===== src/rtl/mesh_terminal_rx.sv =====
// Terminal-side receiver for one mesh router output port: pops router packets,
// filters them by destination address and buffers accepted ones in a FWFT FIFO.
module mesh_terminal_rx #(
  parameter int          PAKG_SIZE  = 32,
  parameter int          FIFO_DEPTH = 16,
  parameter logic [3:0]  ROW_ID     = 4'd0,
  parameter logic [3:0]  COL_ID     = 4'd0,
  parameter logic [7:0]  BDCST      = 8'hFF
) (
  input  logic                 clk_i,
  input  logic                 rst_i,
  input  logic                 pndng_i,
  input  logic [PAKG_SIZE-1:0] data_i,
  output logic                 pop_o,
  input  logic                 rd_en_i,
  output logic [PAKG_SIZE-1:0] rd_data_o,
  output logic                 empty_o,
  output logic                 full_o,
  output logic [15:0]          pkt_cnt_o,
  output logic [15:0]          err_cnt_o,
  output logic                 err_o
);

  localparam int AW = $clog2(FIFO_DEPTH);
  localparam logic [AW:0] FULL_CNT = (AW+1)'(FIFO_DEPTH);

  typedef enum logic [1:0] {
    S_IDLE   = 2'd0,
    S_POP    = 2'd1,
    S_SETTLE = 2'd2
  } state_t;

  state_t               r_state;
  state_t               w_state_nxt;
  logic                 w_capture;
  logic                 w_pop;
  logic                 w_accept;
  logic                 w_wr;
  logic                 w_rd;

  logic [PAKG_SIZE-1:0] r_cap;
  logic [PAKG_SIZE-1:0] r_last;
  logic [PAKG_SIZE-1:0] r_mem [FIFO_DEPTH];
  logic [AW-1:0]        r_wr_ptr;
  logic [AW-1:0]        r_rd_ptr;
  logic [AW:0]          r_count;
  logic [15:0]          r_pkt_cnt;
  logic [15:0]          r_err_cnt;

  assign w_accept = ((r_cap[PAKG_SIZE-9 -: 4] == ROW_ID) && (r_cap[PAKG_SIZE-13 -: 4] == COL_ID))
                  || (r_cap[PAKG_SIZE-1 -: 8] == BDCST);

  always_comb begin
    w_state_nxt = r_state;
    w_capture   = 1'b0;
    w_pop       = 1'b0;
    case (r_state)
      S_IDLE: begin
        if (pndng_i && !full_o) begin
          w_capture   = 1'b1;
          w_state_nxt = S_POP;
        end
      end
      S_POP: begin
        w_pop       = 1'b1;
        w_state_nxt = S_SETTLE;
      end
      S_SETTLE: w_state_nxt = S_IDLE;
      default:  w_state_nxt = S_IDLE;
    endcase
  end

  always_ff @(posedge clk_i or negedge rst_i) begin
    if (!rst_i) begin
      r_state <= S_IDLE;
      r_cap   <= '0;
    end else begin
      r_state <= w_state_nxt;
      if (w_capture) r_cap <= data_i;
    end
  end

  // The write happens in POP only; full was checked in IDLE, so it cannot overflow.
  assign w_wr = w_pop & w_accept;
  assign w_rd = rd_en_i & (r_count != '0);

  always_ff @(posedge clk_i) begin
    if (w_wr) r_mem[r_wr_ptr] <= r_cap;
  end

  always_ff @(posedge clk_i or negedge rst_i) begin
    if (!rst_i) begin
      r_wr_ptr  <= '0;
      r_rd_ptr  <= '0;
      r_count   <= '0;
      r_last    <= '0;
      r_pkt_cnt <= '0;
      r_err_cnt <= '0;
    end else begin
      if (w_wr) begin
        r_wr_ptr <= r_wr_ptr + 1'b1;
        r_last   <= r_cap;
        if (r_pkt_cnt != 16'hFFFF) r_pkt_cnt <= r_pkt_cnt + 1'b1;
      end
      if (w_pop && !w_accept && (r_err_cnt != 16'hFFFF)) r_err_cnt <= r_err_cnt + 1'b1;
      if (w_rd) r_rd_ptr <= r_rd_ptr + 1'b1;
      case ({w_wr, w_rd})
        2'b10:   r_count <= r_count + 1'b1;
        2'b01:   r_count <= r_count - 1'b1;
        default: r_count <= r_count;
      endcase
    end
  end

  assign pop_o     = w_pop;
  assign err_o     = w_pop & ~w_accept;
  assign empty_o   = (r_count == '0);
  assign full_o    = (r_count == FULL_CNT);
  assign rd_data_o = empty_o ? r_last : r_mem[r_rd_ptr];
  assign pkt_cnt_o = r_pkt_cnt;
  assign err_cnt_o = r_err_cnt;

endmodule


===== config.mk =====
export PLATFORM = sky130hd
export DESIGN_NAME = mesh_terminal_rx
export DESIGN_NICKNAME = d
export VERILOG_FILES = /design/src/rtl/mesh_terminal_rx.sv
export SDC_FILE = /design/constraint.sdc
export NUM_CORES = 1
export LEC_CHECK = 0
export CORE_MARGIN = 3
export CORE_UTILIZATION = 54
export DETAILED_ROUTE_END_ITERATION = 7
export GPL_ROUTABILITY_DRIVEN = 0
export PLACE_DENSITY = 0.8
export SLEW_MARGIN = 15
export SYNTH_ARGS = -nofsm -noshare
export SYNTH_HDL_FRONTEND = slang
export SYNTH_SLANG_ARGS = --single-unit
export TNS_END_PERCENT = 1

===== constraint.sdc =====
create_clock -name clk_i -period 3.7 [get_ports clk_i]
set_input_delay 0.74 -clock clk_i [delete_from_list [all_inputs] [get_ports clk_i]]
set_output_delay 0.74 -clock clk_i [all_outputs]
set_load 0.05 [all_outputs]

==> metrics list <==
- After detailed routing, the number of remaining DRC violations is 0.
- For this run, the post-layout net count is between 1000 and 1500.
- Port buffering added approximately 100 buffers.
- During synthesis, Yosys emitted a total of 0 warnings.
- Unique masters post-synth: 51
* Req. time, crit path: between 2 and 3 ns
- Clock tree from TritonCTS: yes
- Number of diodes added for antenna fixing: 0
- Worst endpoint data arrival time: between 3 and 4 ns
* Failing checks: negative setup slack
- Most frequent cells in the layout: sky130_fd_sc_hd__edfxtp_1, sky130_fd_sc_hd__mux4_2, sky130_fd_sc_hd__nand2_1, sky130_fd_sc_hd__dfrtp_1, sky130_fd_sc_hd__clkdlybuf4s50_1
* CTS sink cnt: 623
- In this run the remaining antenna-violating nets after routing total 0.
- Counting flops with a built-in enable in the synthesized netlist gives about 510.
- Status: finished, violations left
- Capturing element type of the critical path: primary output
- Placement Setup Slack: about 0.55 ns
- The clock passes through at most 3 buffers.
- Via count of the first global-routing pass: about 14000
- The average instance in the mapped netlist occupies ~19 sq um.
- Synthesis inferred 623 register bits.
- R2r setup slk: 0.62 ns
* Worst vdd rail ir drop: about 0.00076 V
* Vert. Die Dim: ~220 microns
- The share of total power dissipated in sequential elements is 0.417.
- For the finished layout, the period the worst path requires is 3.760 ns.
* Comb pwr share: 0.340
- Largest area contributor in the synthesized netlist: sky130_fd_sc_hd__edfxtp_1
- The worst setup path is of the flop to primary output kind.
- Most common library cell in the layout ignoring fill and taps: sky130_fd_sc_hd__edfxtp_1
- Entering global routing, the biggest net connects 83 pins.
- The worst register-to-register path begins at r_cap[31].
- After synthesis, the cell types taking the most area are sky130_fd_sc_hd__edfxtp_1, sky130_fd_sc_hd__mux4_2, sky130_fd_sc_hd__dfrtp_1, sky130_fd_sc_hd__mux2_2, sky130_fd_sc_hd__nand2_1.
- Internal power of the cells: around 16 mW
- The first global-routing pass estimated between 80000 and 90000 microns of wire.
- Final worst-path cycle share: 1.016
* Placeable core region: between 40000 and 50000 sq um
- After clock tree synthesis, the clock-pin slew on the worst setup and hold paths is ~0.060 ns.
* Standard-cell row count: 77
* Hold violation count in the final report: 0
* Leak Pwr: approximately 10 nW
- The share of total power dissipated in the clock network is 0.243.
- Synthesized Nets: 1331
- Total number of vias: approximately 13000
- Across the run, the number of max-cap violations was 0.
- Synthesis produced 1284 cells.
- Across all setup checks in the final design, the least slack found is -0.05970 ns.
- The initial antenna violation count came to 1.
* Initial core utilization: 0.5495
- Ports placed on the boundary: between 100 and 150
* Final count of pins violating max slew: 0
- In this run the cell area of the synthesized design comes to 24460 sq um.
- From synthesis to final layout, the design area changed by 18.53%.
- For this design the ratio of total power to cell area is approximately 840 nW/um^2.
- In this run the power spent charging and discharging nets is approximately 8.2 mW.
- Headroom to the max-slew limit came out at 0.4237.
- Total global-route track usage: 0.2378
- Switching portion of total power: 0.3349
* Slew of the pin with the lowest slew margin: 0.8644 ns
- Floorplan die width: about 220 microns
- R2R depth: 11
- Detailed placement finished with a half-perimeter wire length of 31560 microns.
- The share of the Yosys chip area taken by registers is 0.7421.
- The detailed router finished its first iteration with ~1600 violations.
- The worst setup path is launched from a flop.
- Hold WC Path Type: input pin to asynchronous set/reset pin
- Summed over all layers, the routed wires come to ~57000 microns.
- CTS Buf Count: 61
- Of all nets on the critical path, the largest fanout is 35.
- Across the routed clock network, the largest skew measured is between 0.02 and 0.03 ns.
- CTS H-tree lvls: 2
- In this run the critical register-to-register path is captured at r_count[3].
- Setup repair after global routing missed its margin: yes
* Clock network latency to the later pin of the worst-skew pair: around 0.63 ns
* Setup-violating endpoint count in the final report: 1
- Share of flip-flops with an asynchronous set or reset: 0.1782
- For this run, the top clock speed supported by timing is around 0.27 GHz.
* Top cell type's share of synthesized area: 0.6286
* Via density per instance: about 6.3
* Root buffer selected by CTS: sky130_fd_sc_hd__clkbuf_16
* Dominant synthesized flop cell: sky130_fd_sc_hd__edfxtp_1
* Total die area: 47880 sq um
- After detailed routing, the average wire length per cell comes to approximately 27 microns.
- Count of hold buffers inserted by post-cts repair: 0
- Total gr overflow: 0
- Number of detailed-route iterations in the first pass: 5
- Of the cells placed in the final design, the portion with a size suffix greater than 1 is 0.2778.
- For the final routed database, the setup TNS stands at -0.05970 ns.
==> what timing repair did <==
action	4_1_cts	5_1_grt
endpoints found under the setup margin	22	24
gates resized for setup	7	12
setup buffers	1	0
==> cell type report <==
| cell class | count | area (sq um) |
|---|---|---|
| clock inverter | 29 | 246.5 |
| fill | 2837 | 15520 |
| sequential | 623 | 18170 |
| tap | 592 | 740.7 |
| inverter | 9 | 33.78 |
| clock buffer | 87 | 1684 |
| multi-input combinational | 588 | 6050 |
| timing repair buffer | 165 | 2068 |
==> cell usage after synthesis, types with 2 or more instances <==
library cell and n:
sky130_fd_sc_hd__a31oi_1 2, sky130_fd_sc_hd__nand2b_1 4, sky130_fd_sc_hd__mux2_1 2, sky130_fd_sc_hd__xor2_1 29, sky130_fd_sc_hd__o21ai_0 4, sky130_fd_sc_hd__nor3_1 12, sky130_fd_sc_hd__mux2_2 61, sky130_fd_sc_hd__dfrtp_1 111
sky130_fd_sc_hd__mux2i_1 9, sky130_fd_sc_hd__buf_6 3, sky130_fd_sc_hd__nor4_1 11, sky130_fd_sc_hd__a221oi_1 9, sky130_fd_sc_hd__inv_1 8, sky130_fd_sc_hd__or2_2 2, sky130_fd_sc_hd__nand3_1 14, sky130_fd_sc_hd__buf_1 6
sky130_fd_sc_hd__and3_1 22, sky130_fd_sc_hd__nor2b_1 3, sky130_fd_sc_hd__ha_1 11, sky130_fd_sc_hd__mux4_2 128, sky130_fd_sc_hd__nand4_1 10, sky130_fd_sc_hd__and4_1 2, sky130_fd_sc_hd__edfxtp_1 512, sky130_fd_sc_hd__xnor2_1 8
sky130_fd_sc_hd__and2_1 4, sky130_fd_sc_hd__nor4_2 2, sky130_fd_sc_hd__a21oi_1 26, sky130_fd_sc_hd__buf_2 11, sky130_fd_sc_hd__buf_4 10, sky130_fd_sc_hd__clkbuf_1 34, sky130_fd_sc_hd__nor2_1 20, sky130_fd_sc_hd__nand2_1 121
sky130_fd_sc_hd__o22ai_1 55
==> flip-flops by register name, summed over array words and instances, names as in the netlist <==
signal,flops
r_last,32
r_wr_ptr,4
pkt_cnt_o,16
err_cnt_o,16
r_rd_ptr,4
r_cap,32
r_count,5
r_mem,512
r_state,2
==> through the flow <==
stage | util | cell area [sq um] | hold WS, ns | power [mW] | std cells
after floorplan | - | 24460 | 0.4444 | 14.92 | 1284
after global placement | 0.6058 | 26960 | 0.4582 | 18.17 | 1976
after detailed placement | 0.6058 | 26960 | 0.4633 | 18.38 | 1976
after CTS | 0.6501 | 28940 | 0.2152 | 24.39 | 2093
after global routing | 0.6513 | 28990 | 0.2385 | 25.28 | 2093
final | 0.6513 | 28990 | 0.2025 | 24.38 | 2093
==> cell families (layout without fill, tap and decap cells) <==
kind of cell             count (synthesis)  after routing  share of synthesized area
AO/OA/AOI/OAI                          103            103                    0.02670
XOR/XNOR                                37             37                    0.01325
adder cells (fa/ha/maj)                 11             11                   0.005627
buffers and inverters                   73            290                    0.01422
flip-flops                             623            623                     0.7421
multiplexers                           200            200                     0.1505
AND/OR/NAND/NOR                        237            237                    0.04752
==> worst max path at each step <==
| stage | cells after the start | to | startpoint | slack [ns] |
|---|---|---|---|---|
| detailed placement | 6 | rd_data_o[19] | r_rd_ptr[0] | 0.55 |
| global route | 6 | rd_data_o[28] | r_rd_ptr[2] | -0.1 |
| global placement | 6 | rd_data_o[19] | r_rd_ptr[0] | 0.56 |
| floorplan | 6 | rd_data_o[0] | r_count[1] | 0.19 |
| CTS | 5 | err_o | r_cap[23] | 0.0002 |
| finish | 6 | rd_data_o[28] | r_rd_ptr[2] | -0.06 |
==> power groups by stage <==
stage	Sequential, mW	Clock, mW	Combinational, mW
after floorplan	9.80	0	5.12
after global placement	10.2	0	7.98
after detailed placement	10.3	0	8.11
after CTS	10.1	6.00	8.26
after global routing	10.3	6.31	8.69
final	10.2	5.93	8.29
==> metal layers <==
| layer | vias up | share of wire | wire length (microns) | global-route usage |
|---|---|---|---|---|
| li1 | 5476 | - | - | - |
| met1 | 6823 | 0.38 | 21250 | 0.3251 |
| met2 | 811 | 0.50 | 28000 | 0.3833 |
| met3 | 131 | 0.098 | 5524 | 0.05469 |
| met4 | 2 | 0.031 | 1777 | 0.08274 |
| met5 | - | 0.00019 | 11 | 0 |
==> worst max-delay path, stage by stage, from the launching register on <==
cell                      delay (ns)
sky130_fd_sc_hd__dfrtp_4        0.80
sky130_fd_sc_hd__buf_12         0.31
sky130_fd_sc_hd__mux4_2         0.34
sky130_fd_sc_hd__mux2_2         0.30
sky130_fd_sc_hd__o22ai_1        0.27
sky130_fd_sc_hd__a21oi_2        0.13
sky130_fd_sc_hd__buf_12         0.18
No activity file was read; power rests on OpenSTA's default activity.
